$ cat src/rtl/dt_tree_walker.sv
// dt_tree_walker: decision-tree traversal engine.
// Walks nodes from a synchronous node ROM. At each internal node it asks the
// feature selector for one feature and branches on a signed compare against
// the node threshold, until a leaf supplies the class.
// Optional feature: define DT_PATH_TRACE_EN to add the path_bits/path_depth
// trace outputs.
module dt_tree_walker #(
   parameter int ADDR_W      = 8,
   parameter int CLASS_W     = 4,
   parameter int ROOT_ADDR   = 0,
   parameter int MAX_DEPTH   = 16,
   parameter int SEL_TIMEOUT = 15,
   localparam int NODE_W     = 2*ADDR_W+36
) (
   input  logic               clk,
   input  logic               rst,
   input  logic               start,
   output logic               busy,
   output logic               done,
   output logic [CLASS_W-1:0] class_out,
   output logic               err,
   output logic [1:0]         err_code,
   output logic [ADDR_W-1:0]  node_addr,
   input  logic [NODE_W-1:0]  node_rdata,
   output logic               sel_valid,
   output logic [2:0]         sel_feature_id,
   input  logic [31:0]        sel_feature,
   input  logic               sel_valid_out,
   input  logic               sel_error
`ifdef DT_PATH_TRACE_EN
   ,
   output logic [MAX_DEPTH-1:0] path_bits,
   output logic [7:0]           path_depth
`endif
);

   typedef enum logic [1:0] {
      IDLE     = 2'd0,
      FETCH    = 2'd1,
      DECODE   = 2'd2,
      WAIT_SEL = 2'd3
   } state_t;

   localparam logic [1:0] CODE_SEL = 2'b01;
   localparam logic [1:0] CODE_DEPTH = 2'b10;
   localparam logic [1:0] CODE_TMO = 2'b11;

   state_t              state, state_nxt;
   logic                busy_nxt, done_nxt, err_nxt, sel_valid_nxt;
   logic [CLASS_W-1:0]  class_nxt;
   logic [1:0]          err_code_nxt;
   logic [ADDR_W-1:0]   node_addr_nxt;
   logic [2:0]          fid_nxt;
   logic [7:0]          depth, depth_nxt, depth_inc;
   logic [7:0]          tmo, tmo_nxt;
   logic [31:0]         thr, thr_nxt;
   logic [ADDR_W-1:0]   left, left_nxt, right, right_nxt;
   logic                go_right;
`ifdef DT_PATH_TRACE_EN
   logic [MAX_DEPTH-1:0] trace, trace_nxt;
`endif

   // Equality goes left, so only a strictly greater feature branches right.
   assign go_right  = $signed(sel_feature) > $signed(thr);
   assign depth_inc = depth + 8'd1;

   // Next-state and next-register values for the whole traversal.
   always_comb begin
      // NOTE: every target gets a default first so no path can infer a latch.
      state_nxt     = state;
      busy_nxt      = busy;
      done_nxt      = 1'b0;
      err_nxt       = 1'b0;
      sel_valid_nxt = 1'b0;
      class_nxt     = class_out;
      err_code_nxt  = err_code;
      node_addr_nxt = node_addr;
      fid_nxt       = sel_feature_id;
      depth_nxt     = depth;
      tmo_nxt       = tmo;
      thr_nxt       = thr;
      left_nxt      = left;
      right_nxt     = right;
`ifdef DT_PATH_TRACE_EN
      trace_nxt     = trace;
`endif
      unique case (state)
         IDLE: begin
            if (start) begin
               node_addr_nxt = ADDR_W'(ROOT_ADDR);
               depth_nxt     = 8'd0;
               err_code_nxt  = 2'b00;
               busy_nxt      = 1'b1;
`ifdef DT_PATH_TRACE_EN
               trace_nxt     = '0;
`endif
               state_nxt     = FETCH;
            end
         end
         FETCH: state_nxt = DECODE;
         DECODE: begin
            if (node_rdata[NODE_W-1]) begin
               class_nxt = node_rdata[CLASS_W-1:0];
               done_nxt  = 1'b1;
               busy_nxt  = 1'b0;
               state_nxt = IDLE;
            end else begin
               thr_nxt       = node_rdata[31:0];
               fid_nxt       = node_rdata[34:32];
               left_nxt      = node_rdata[35 +: ADDR_W];
               right_nxt     = node_rdata[35+ADDR_W +: ADDR_W];
               sel_valid_nxt = 1'b1;
               tmo_nxt       = 8'd0;
               state_nxt     = WAIT_SEL;
            end
         end
         WAIT_SEL: begin
            if (sel_valid_out) begin
               if (sel_error) begin
                  err_nxt      = 1'b1;
                  err_code_nxt = CODE_SEL;
                  busy_nxt     = 1'b0;
                  state_nxt    = IDLE;
               end else begin
                  depth_nxt = depth_inc;
`ifdef DT_PATH_TRACE_EN
                  trace_nxt = trace | ({{(MAX_DEPTH-1){1'b0}}, go_right} << depth);
`endif
                  if (depth_inc == 8'(MAX_DEPTH)) begin
                     err_nxt      = 1'b1;
                     err_code_nxt = CODE_DEPTH;
                     busy_nxt     = 1'b0;
                     state_nxt    = IDLE;
                  end else begin
                     node_addr_nxt = go_right ? right : left;
                     state_nxt     = FETCH;
                  end
               end
            end else if (tmo == 8'(SEL_TIMEOUT-1)) begin
               err_nxt      = 1'b1;
               err_code_nxt = CODE_TMO;
               busy_nxt     = 1'b0;
               state_nxt    = IDLE;
            end else begin
               tmo_nxt = tmo + 8'd1;
            end
         end
         default: state_nxt = IDLE;
      endcase
   end

   // State and datapath registers with synchronous reset.
   always_ff @(posedge clk) begin
      // NOTE: registers update with non-blocking assignments only.
      if (rst) begin
         state          <= IDLE;
         busy           <= 1'b0;
         done           <= 1'b0;
         err            <= 1'b0;
         sel_valid      <= 1'b0;
         class_out      <= '0;
         err_code       <= 2'b00;
         node_addr      <= ADDR_W'(ROOT_ADDR);
         sel_feature_id <= 3'd0;
         depth          <= 8'd0;
         tmo            <= 8'd0;
         thr            <= 32'd0;
         left           <= '0;
         right          <= '0;
`ifdef DT_PATH_TRACE_EN
         trace          <= '0;
`endif
      end else begin
         state          <= state_nxt;
         busy           <= busy_nxt;
         done           <= done_nxt;
         err            <= err_nxt;
         sel_valid      <= sel_valid_nxt;
         class_out      <= class_nxt;
         err_code       <= err_code_nxt;
         node_addr      <= node_addr_nxt;
         sel_feature_id <= fid_nxt;
         depth          <= depth_nxt;
         tmo            <= tmo_nxt;
         thr            <= thr_nxt;
         left           <= left_nxt;
         right          <= right_nxt;
`ifdef DT_PATH_TRACE_EN
         trace          <= trace_nxt;
`endif
      end
   end

`ifdef DT_PATH_TRACE_EN
   assign path_bits  = trace;
   assign path_depth = depth;
`else
   // Path trace outputs are not built.
`endif

endmodule

$ cat config.mk
export PLATFORM = sky130hd
export DESIGN_NAME = dt_tree_walker
export DESIGN_NICKNAME = d
export VERILOG_FILES = /design/src/rtl/dt_tree_walker.sv
export SDC_FILE = /design/constraint.sdc
export NUM_CORES = 1
export LEC_CHECK = 0
export BUFFER_PORTS_ARGS = -buffer_cell sky130_fd_sc_hd__buf_2
export CELL_PAD_IN_SITES_DETAIL_PLACEMENT = 2
export CELL_PAD_IN_SITES_GLOBAL_PLACEMENT = 2
export CORE_UTILIZATION = 30
export CTS_CLUSTER_SIZE = 28
export DETAILED_ROUTE_END_ITERATION = 8
export GPL_ROUTABILITY_DRIVEN = 0
export PLACE_DENSITY = 0.77
export SYNTH_ARGS = -nofsm -noshare
export SYNTH_HDL_FRONTEND = slang
export SYNTH_SLANG_ARGS = --single-unit
$ cat constraint.sdc
create_clock -name clk -period 2.55 [get_ports clk]
set_input_delay 0.255 -clock clk [delete_from_list [all_inputs] [get_ports clk]]
set_output_delay 0.255 -clock clk [all_outputs]
set_load 0.01 [all_outputs]
==> metrics.cfg <==
[timing]
fmax_mhz = 412
setup_ws_ps = 122
final-setup-viol-count = 0
fin_skew_ps = 6.73
slew_violations = 0
final-hold-violation-count = 0
tns_ps = 0
grt_setup_unrepaired = false
finalCritPeriodShare = 0.952
relSlewSlack = 0.639
worst_slew_pin_tran_ps = 542
fin_crit_ps = 2430

[final_layout]
syn_to_final_growth_pct = 26.2
post_route_cells_drive_above_1_share = 0.246
multi_input_comb_area_um2 = 2490
fin_util = 0.387
design.final.nets = 797
area.sequential_um2 = 1740
layout.filler_cells = 1700

[yosys]
synthXorXnorAreaFrac = 0.0118
post_synth_fa_ha_maj_area_fraction = 0.112
yosysUniqueCellTypes = 50
synth-seq-area-share = 0.391
synth_top_family_by_area = simple AND/OR/NAND/NOR gates
synth.cell_area_um2 = 4460
yosys_register_bits = 87
yosys.area.top_type = dfxtp_1
synth_top_cells_by_area = dfxtp_1, nand2_1, ha_1
synth_compound_gate_area_share = 0.187
synthesis.instances = 558
synth_top_area_frac = 0.391
synth_simple_gate_area_frac = 0.239
synth_top_flop_cell = dfxtp_1
synth.mux.area_fraction = 0.00225
postSynthAreaPerCell_um2 = 7.99
synth-warning-count = 0
synth_async_sr_flop_share = 0
syn-num-nets = 687
synth_edf_count = 0

[critical_path]
critical-path-max-stage-delay_ps = 440
regToRegSetupSlack_ps = 120
reg2regPathDepth = 8
r2r-end = err_code[1]
end_kind = flop
critPathKind = flop to flop
cp_max_fo = 6
r2r-start = depth[0]
worst_ep_arrival_time_ps = 2710
worstSetupStartpointType = flop
crit_slowest_cell = dfxtp_1
path_cells = ha_2 -> nand3_2 -> o21a_1 -> nor3b_4 -> a31oi_1 -> a211o_1 -> a211o_1 -> a21oi_2
cell_repeated_most_along_the_worst_path = a211o_1
cp_data_required_time_ps = 2830

[floorplan]
floorplan.io_pins = 110
die_area_um2 = 15400
die_x_um = 124
floorplan.core_area_um2 = 14500
fp.dieH_um = 124
rows = 44
initial_utilization = 0.307

[min_path]
whs_endpoint = left[1]
timing.hold.worst.start = node_rdata[36]
hold_path_depth = 3
min_path_type = input port to flop

[status]
outcome = complete, no violations

[power_and_ir_drop]
irDropWorstVdd_mv = 0.285
power.static_leakage_nw = 2.23
totalPowerFinal_mw = 3.28
pwr_density_cell_nw_per_um2 = 583

[drt]
route.vias.total = 4302
drt-wirelength-per-cell_um = 16.7
iteration_count_of_the_initial_detailed_routing_pass = 4
route.detailed.vias_per_inst = 5.02
overall_routed_net_length_um = 14300
first_drt_iteration_drcs = 140
final_antenna_net_count = 0
route.detailed.drc = 0

[clock_tree]
tritoncts = done
cts_made_buffers = 9
clock_tree.root_cell = clkbuf_16
insertion_delay_to_the_later_sink_of_the_worst_skew_pair_ps = 350
clkSinkCount = 87
clk_path_buf_depth = 2
worst_setup_hold_path_clk_slew_ps = 70
htree_num_levels = 3

[placement]
dp_worst_setup_slack_ps = 11.5
port_buffers = 109
dpl.hpwl_um = 10900

[global_routing]
antenna_found_initial = 1
largest_net_degree_at_the_start_of_global_routing = 34
global_route_total_overflow = 0
grt_usage = 0.195
grt_first_pass_wirelength_um = 23200
grt_pass1_vias = 4871

[flow_run]
max_cap_violations = 0

-- synth_stat cells, types with 5 or more instances --
cell type  count
nand2_1      136
dfxtp_1       87
a21oi_1       79
ha_1          40
inv_1         38
clkbuf_1      23
nor2_1        21
nand4_1       17
nand3_1       14
a21o_1         8
nand3b_1       8
o211ai_2       8
nor3_1         7
o21ai_0        7
and2_1         5
-- sequential cells by signal, indices dropped and copies added (netlist names) --
signal	flops
sel_feature_id	3
done	1
busy	1
sel_valid	1
err_code	2
state	2
tmo	8
thr	32
class_out	4
left	8
right	8
depth	8
node_addr	8
err	1
-- layer usage --
layer	routed length [um]	track usage	vias to the layer above	part of all wire
met1	6180	0.221	2078	0.43
met5	0	0	-	0
met3	458	0.0266	17	0.032
met4	260	0.0789	0	0.018
met2	7380	0.365	74	0.52
li1	-	-	2133	-
-- timing repair --
item | CTS | global route
buffers inserted | 0 | 0
gates resized for setup | 1 | 4
cloned | 0 | 0
hold buffers | 0 | 0
pin swaps | 0 | 4
setup endpoints to repair | 8 | 9
-- area by class of cell --
class / instances / area share
antenna: 1 / 0.000445
clock buffer: 12 / 0.0474
clock inverter: 3 / 0.00311
inverter: 38 / 0.0254
multi-input combinational: 406 / 0.443
sequential: 87 / 0.310
tap: 184 / 0.0409
timing repair buffer: 126 / 0.131
-- stage by stage --
step	std cells	area [um^2]	hold WS (ps)
floorplan	558	4460	391
global placement	841	5320	442
detailed placement	841	5320	452
CTS	856	5610	138
global route	856	5620	157
finish	857	5630	147
-- layout by cell type (no fill, tap or decap), types with 9 or more instances in the layout --
cell	count
a21oi_1	79
buf_2	109
buf_4	12
clkbuf_16	9
dfxtp_1	87
ha_1	39
inv_1	38
nand2_1	136
nand3_1	14
nand4_1	17
nor2_1	21
-- worst max-delay path, delay by kind of cell (launching register included) --
family,cells,cell delay [ps]
simple gates,2,390
flops,1,440
compound gates,5,1250
fa+ha+maj,1,280
-- power by group --
group / internal, mW / total, mW / switching (mW)
clock: 0.732 / 1.28 / 0.545
combinational: 0.231 / 0.567 / 0.336
sequential: 1.41 / 1.43 / 0.0287
-- worst max-delay path by stage --
stage / from / to / depth (start not counted)
finish: depth[0] / err_code[1] / 8
global route: thr[14] / node_addr[6] / 11
CTS: depth[0] / node_addr[6] / 8
detailed placement: thr[31] / node_addr[2] / 11
global placement: thr[31] / node_addr[7] / 11
floorplan: thr[19] / node_addr[0] / 10
-- cell families (layout without fill, tap and decap cells) --
| family | count (synthesis) | in the layout |
|---|---|---|
| xor+xnor | 6 | 6 |
| other cells | 0 | 1 |
| mux | 1 | 1 |
| simple gates | 230 | 230 |
| buf+inv | 65 | 179 |
| fa+ha+maj | 40 | 40 |
| flops | 87 | 87 |
| compound gates | 129 | 129 |
Power figures use the tool's default switching activity.
